<file path="src/rtl/timer_pkg.sv">
// Shared constants for the memory-mapped countdown timer: register offsets,
// CTRL bit positions and FSM state encoding.
package timer_pkg;

    localparam logic [1:0] CTRL_OFS   = 2'd0;
    localparam logic [1:0] PRESET_OFS = 2'd1;
    localparam logic [1:0] COUNT_OFS  = 2'd2;

    localparam int EN_BIT   = 0;
    localparam int MODE_LSB = 1;
    localparam int MODE_MSB = 2;
    localparam int IM_BIT   = 3;

    localparam logic [1:0] MODE_PERIODIC = 2'b01;

    localparam logic [1:0] ST_IDLE = 2'd0;
    localparam logic [1:0] ST_LOAD = 2'd1;
    localparam logic [1:0] ST_CNT  = 2'd2;
    localparam logic [1:0] ST_INT  = 2'd3;

endpackage

</file>
<file path="src/rtl/timer_dev_if.sv">
// Peripheral-bus port bundle between the data-memory bridge and one timer window.
// WE is a one-cycle strobe with no ready: every write is accepted on the edge it
// is presented, and Dout is valid combinationally whenever Addr is stable.
interface timer_dev_if;
    logic [1:0]  Addr;
    logic        WE;
    logic [31:0] Din;
    logic [31:0] Dout;
    logic        IRQ;

    modport master (output Addr, output WE, output Din, input Dout, input IRQ);
    modport slave  (input Addr, input WE, input Din, output Dout, output IRQ);
endinterface

</file>
<file path="src/rtl/timer_dev.sv">
// Countdown timer with CTRL/PRESET/COUNT registers; raises IRQ on expiry,
// one-shot or periodic. FSM state is exported on state for checkers.
module timer_dev
    import timer_pkg::*;
#(
    parameter int CNT_W = 32
) (
    input  logic        clk,
    input  logic        reset,
    timer_dev_if.slave  bus,
    output logic [1:0]  state
);

    localparam logic [CNT_W-1:0] CNT_ONE = CNT_W'(1);

    logic [3:0]       ctrl;
    logic [CNT_W-1:0] preset;
    logic [CNT_W-1:0] count;
    logic             irq_flag;
    logic             reg_write;

    // Writes to COUNT or the unused slot are dropped and must not disturb the FSM.
    assign reg_write = bus.WE && (bus.Addr == CTRL_OFS || bus.Addr == PRESET_OFS);

    always_ff @(posedge clk) begin
        if (reset) begin
            ctrl     <= '0;
            preset   <= '0;
            count    <= '0;
            irq_flag <= 1'b0;
            state    <= ST_IDLE;
        end else if (reg_write) begin
            if (bus.Addr == CTRL_OFS) ctrl   <= bus.Din[3:0];
            else                      preset <= bus.Din[CNT_W-1:0];
            irq_flag <= 1'b0;
            state    <= ST_IDLE;
        end else begin
            case (state)
                ST_IDLE: if (ctrl[EN_BIT]) state <= ST_LOAD;
                ST_LOAD: begin
                    count <= preset;
                    state <= ST_CNT;
                end
                ST_CNT: begin
                    if (!ctrl[EN_BIT]) begin
                        state <= ST_IDLE;
                    end else if (count <= CNT_ONE) begin
                        count    <= '0;
                        irq_flag <= 1'b1;
                        state    <= ST_INT;
                    end else begin
                        count <= count - CNT_ONE;
                    end
                end
                default: begin
                    // Mode 1x behaves as one-shot; the flag stays latched until software writes.
                    if (ctrl[MODE_MSB:MODE_LSB] == MODE_PERIODIC) begin
                        irq_flag <= 1'b0;
                        state    <= ST_LOAD;
                    end else begin
                        ctrl[EN_BIT] <= 1'b0;
                        state        <= ST_IDLE;
                    end
                end
            endcase
        end
    end

    always_comb begin
        bus.Dout = '0;
        case (bus.Addr)
            CTRL_OFS:   bus.Dout[3:0]       = ctrl;
            PRESET_OFS: bus.Dout[CNT_W-1:0] = preset;
            COUNT_OFS:  bus.Dout[CNT_W-1:0] = count;
            default:    bus.Dout            = '0;
        endcase
    end

    assign bus.IRQ = irq_flag & ctrl[IM_BIT];

endmodule

</file>
<file path="src/flat_wrapper.sv">
// flat-port wrapper written by rule: the top's interface ports become plain ports
module timer_dev_flat import timer_pkg::*;
#(
    parameter int CNT_W = 32
)
  (clk, reset, state, bus_Addr, bus_WE, bus_Din, bus_Dout, bus_IRQ);
  timer_dev_if bus_i ();
  input  logic clk;
  input  logic reset;
  output logic [1:0] state;
  input wire logic [$bits(bus_i.Addr)-1:0] bus_Addr;
  input wire logic [$bits(bus_i.WE)-1:0] bus_WE;
  input wire logic [$bits(bus_i.Din)-1:0] bus_Din;
  output wire logic [$bits(bus_i.Dout)-1:0] bus_Dout;
  output wire logic [$bits(bus_i.IRQ)-1:0] bus_IRQ;
  assign bus_i.Addr = bus_Addr;
  assign bus_i.WE = bus_WE;
  assign bus_i.Din = bus_Din;
  assign bus_Dout = bus_i.Dout;
  assign bus_IRQ = bus_i.IRQ;
  timer_dev #(.CNT_W(CNT_W)) u_core (.clk(clk), .reset(reset), .bus(bus_i), .state(state));
endmodule
</file>
<file path="config.mk">
export PLATFORM = sky130hd
export DESIGN_NAME = timer_dev_flat
export DESIGN_NICKNAME = d
export VERILOG_FILES = /design/src/rtl/timer_pkg.sv /design/src/rtl/timer_dev_if.sv /design/src/rtl/timer_dev.sv /design/src/flat_wrapper.sv
export SDC_FILE = /design/constraint.sdc
export NUM_CORES = 1
export LEC_CHECK = 0
export ABC_CLOCK_PERIOD_IN_PS = 2100
export CORE_ASPECT_RATIO = 0.9
export CORE_UTILIZATION = 35
export DETAILED_ROUTE_END_ITERATION = 8
export SYNTH_ARGS = -nofsm -noshare
export SYNTH_HDL_FRONTEND = slang
export SYNTH_SLANG_ARGS = --single-unit
</file>
<file path="constraint.sdc">
create_clock -name clk -period 2.1 [get_ports clk]
set_input_delay 0.315 -clock clk [delete_from_list [all_inputs] [get_ports clk]]
set_output_delay 0.315 -clock clk [all_outputs]
set_load 0.01 [all_outputs]
</file>
# Word level (Yosys, flattened, before mapping)
# Index checks and enable logic that the tools add are counted.
# classes
addsub	1
n_lt_le_gt_ge	1
eq_ne	12
muxes	18
n_bitwise	4
n_reduce_logical	15
# op_table
operator	n
2-to-1 mux 32 bit	2
one-hot mux 32 bit (2 select lines)	1
one-hot mux 28 bit (2 select lines)	1
<= comparator 32 x 1 -> 1 bit, second input constant	1
subtractor 32 x 1 -> 32 bit, second input constant	1
one-hot mux 4 bit (3 select lines)	1
inequality test 2 x 1 -> 1 bit, second input constant	5
2-to-1 mux 1 bit	8
== test 2 x 1 -> 1 bit, second input constant	3
2-to-1 mux 2 bit	3
one-hot mux 2 bit (3 select lines)	1
AND reduction 2 bit	3
AND reduction 3 bit	2
== test 2 bit, second input constant	2
zero test 2 bit	2
AND reduction 4 bit	1
nonzero test 2 bit	2
OR reduction 2 bit	2
inequality test 3 bit, second input constant	1
inverter 1 bit	3
OR reduction 3 bit	1
inequality test 2 bit, second input constant	1
one-hot mux 1 bit (2 select lines)	1
bitwise AND 1 bit	1
2 further kinds	2
# word_totals
regBits	71
out_inout_bits	35

# Longest topological paths before layout
# logic_depth
depth_word	5
mapped_depth	10

# Least setup slack after synthesis
# OpenSTA, ideal clock, no wires.
# synth_timing
path_type	input to register
startpoint	input bus_Addr[1]
endpoint	register u_core.count[31]
setup_time_ps	74
t_arrival_ps	2141
required_time_ps	2026
slack_ps	-115
stages	9
n_path_buf	2
path_cell_list	inv_1 -> ha_1 -> clkbuf_1 -> o21ai_0 -> and3_1 -> buf_2 -> nand3_1 -> or4b_2 -> a31oi_1
# synth_via
elab_chain_cells	5
word_cells_on_any_way	6
# synth_rtl
element	line	text
start, declared	flat_wrapper.sv:11	input wire logic [$bits(bus_i.Addr)-1:0] bus_Addr;
== test 2 x 1 -> 1 bit or zero test 2 bit (tied branches)	timer_dev.sv:23	assign reg_write = bus.WE && (bus.Addr == CTRL_OFS || bus.Addr == PRESET_OFS);
logical OR 1 bit *	timer_dev.sv:23	
logical AND 1 bit *	timer_dev.sv:23	
inverter 1 bit (no line) *	-	
AND reduction 3 bit (no line) *	-	
end signal, assigned	timer_dev.sv:41	count <= preset;
end signal, assigned	timer_dev.sv:52	count <= count - CNT_ONE;
end, declared	timer_dev.sv:18	logic [CNT_W-1:0] count;
# Mark *: on every way between the ends. The rest lies on a longest branch, timed or not.
# A chain may end at the register's enable or synchronous reset.

# Final worst setup path
# layout_timing
startpoint	register u_core.count[24]
endpoint	register u_core.count[31]
# layout_via
elab_chain_cells	4
word_cells_on_any_way	5
# layout_rtl
element	line	text
subtractor 32 x 1 -> 32 bit or <= comparator 32 x 1 -> 1 bit (tied branches)	timer_dev.sv:52, timer_dev.sv:47	
2-to-1 mux 32 bit *	timer_dev.sv:47	end else if (count <= CNT_ONE) begin
2-to-1 mux 32 bit *	timer_dev.sv:45	if (!ctrl[EN_BIT]) begin
one-hot mux 32 bit (2 select lines) *	timer_dev.sv:38	case (state)
# Mark *: on every way between the ends. The rest lies on a longest branch, timed or not. The select of a mux whose other input is x is not followed.

==> out/results.ini <==
[detailed_routing]
drc=0
ant_nets=0
routed_via_density=5.65
routed_wl_mm=14.7
num_vias=4857
post_drt_wl_per_cell_microns=17.1
dr.pass1.iters=5
drt_iter0_markers=328

[worst_hold_path]
min_from=reset
min-delay-path-class=primary input to register
hold_end=u_core.preset[28]
hold-path-cell-count=2

[timing]
max_freq_mhz=457
worstMarginPinSlew_ps=509
setup_ws_ps=-89.1
clock_skew_ps=5.08
setup_viol=3
hold_slack_ps=451
hold_viol=0
finalCritPeriodShare_pct=104
fin_crit_ps=2190
drv_slew=0
rsz0062_at_grt=yes
relSlewSlack_pct=66.0
tns_ps=-243

[final_layout]
utilization_pct=55.2
final_cell_area_sq_um=6340
fin_nets=747
area_growth_pct=52.8
antenna_cells=0
drive_above_1_share_pct=26.1
stdcell_count=860

[die]
coreArea_sq_um=11500
io_pins=72
start_util_pct=36.1
die_height_microns=105
dieArea_sq_um=12300
die_x_microns=117
fp-row-count=37

[worst_setup_path]
startpoint_type=register
crit_required_ps=2320
critical_path_arrival_ps=2410
r2r_setup_slack_ps=-90
r2r-start=u_core.count[24]
cp_max_fo=3
crit_path_end_kind=register
r2r_cells=8
r2r-end=u_core.count[31]
critPathKind=register to register

[synthesis]
yosys_register_bits=71
synth-async-reset-ratio_pct=0
synth_area_leaders=dfxtp_1, nand2_1, a21oi_1, a22oi_1, nor2b_1
yosysTopAreaCell=dfxtp_1
synth.top_cell.area_share_pct=34.3
syn_inst=549
yosysUniqueCellTypes=54
syn_area_per_cell_sq_um=7.56
synth_edf_count=0
synth.cell_area_sq_um=4150
synth_ff_type=dfxtp_1
ys_seq_area_share_pct=34.3
syn_nets=597
synth_warnings=0

[outcome]
violations=negative setup slack
status=finished, violations left

[cts]
clkSinkCount=71
h-tree-depth=3
path_clk_slew_ps=60
cts_tree=yes
root_buffer=clkbuf_16
cts_buffer_depth=2
cts_buffers=9
clk_latency_ps=340

[placement]
port_buffers=71
place_ws_ps=-487
place_area_sq_um=5680
place_inst=837
place.gp.congestion=0.942
place_hpwl_mm=10.4

[pwr]
peakVddDrop_v=0.000431
p_int_mw=2.88
powerDensity_nw_per_um2=626
clkPwrFrac_pct=40.3
power.total_mw=3.97
pwr-share-seq_pct=35.3
switching_share_pct=27.6
switchingPower_mw=1.09
combPwrFrac_pct=24.3
p_leak_nw=2.57

[flow_run]
maxCapViolCount=0

[global_route]
grt_pass1_vias=4786
track_usage_pct=24.8
grt_first_pass_wirelength_mm=23.9
grt_start_max_net_pins=33
grt-ovfl-total=0
antenna_found_initial=0

[flip-flops by register name, indices dropped and copies added (netlist names)]
| signal | flops |
|---|---|
| u_core.irq_flag | 1 |
| u_core.preset | 32 |
| u_core.state | 2 |
| u_core.count | 32 |
| u_core.ctrl | 4 |
[power groups by stage]
stage               clock (mW)  combinational [mW]  sequential (mW)
floorplan                    0               0.379             1.43
global placement             0               0.804             1.43
detailed placement           0               0.816             1.43
CTS                       1.61               0.864             1.40
global route              1.68                1.04             1.40
finish                    1.60               0.965             1.40
[cell usage in the layout (no fill, tap or decap), drive strengths merged, types with 14 or more instances in the layout]
cell type      count
buf              110
nand2             92
dfxtp             71
a21oi             66
clkdlybuf4s50     36
a22oi             33
dlygate4sd2       32
nor2b             29
nor2              28
nand3             24
and3              18
clkbuf            14
[worst max path at each step]
| stage | cells after the start | start | end | slack [ps] |
|---|---|---|---|---|
| 4_1_cts | 6 | u_core.count[22] | u_core.irq_flag | -50 |
| 5_1_grt | 7 | u_core.count[7] | u_core.irq_flag | -170 |
| 3_3_place_gp | 10 | bus_Addr[1] | u_core.count[17] | -420 |
| 2_1_floorplan | 9 | bus_Addr[1] | u_core.count[31] | -20 |
| 3_5_place_dp | 8 | bus_Addr[1] | u_core.count[31] | -490 |
| 6_report | 8 | u_core.count[24] | u_core.count[31] | -90 |
[cell usage after synthesis, types with 3 or more instances]
library cell	number
o21ai_0	7
nand2b_1	6
nor3_1	11
a31oi_1	11
a221oi_1	5
nor2_1	28
a21o_1	3
nand3b_1	3
a21oi_1	66
and3_1	18
a22oi_1	33
ha_1	11
or3_1	5
nor2b_1	29
dfxtp_1	71
nand2_1	92
clkbuf_1	36
nand3_1	24
or4_1	10
o41ai_1	3
inv_1	11
mux2i_1	3
o32ai_1	4
o31ai_1	4
nand4_1	5
nor4_1	11
a222oi_1	4
o211ai_1	3
[cell type report]
type                            count  area (sq um)
Fill cell                        1114          5140
Clock inverter                      3          40.0
Sequential cell                    71          1430
Multi-Input combinational cell    426          2790
Timing Repair Buffer              180          1570
Inverter                           11          41.3
Clock buffer                       13           270
Tap cell                          156           195
[what timing repair did]
item | 4_1_cts | 5_1_grt
hold buffers | 0 | 0
pin swaps | 1 | 26
buffers inserted | 0 | 8
setup endpoints to repair | 54 | 24
gates resized for setup | 61 | 54
[per-layer routing]
metal	wire, microns	share of wire [%]	GRT usage (%)	vias up
li1	-	-	-	2321
met1	6230	42	31.1	2354
met2	7420	50	42.4	160
met3	797	5.4	4.49	22
met4	285	1.9	8.23	0
met5	0	0	0	-
[critical path: stages, from the launching register on]
cell and delay, ps:
dfxtp_2 330, buf_6 110, or4_4 550, or3_4 440
buf_6 140, nor4_4 270, nand2_1 90, nand3_1 70
a31oi_1 70
[cells by family (layout without fill, tap and decap cells)]
family	Yosys count	after routing	synth area share (%)
AOI/OAI and AO/OA	156	156	24.3
muxes	4	4	0.995
and+or+nand+nor	254	254	32.0
xor gates and xnor gates	1	1	0.211
DFF	71	71	34.3
buffers and inverters	52	207	4.95
adders and majority gates	11	11	3.32
Power figures use the tool's default switching activity.
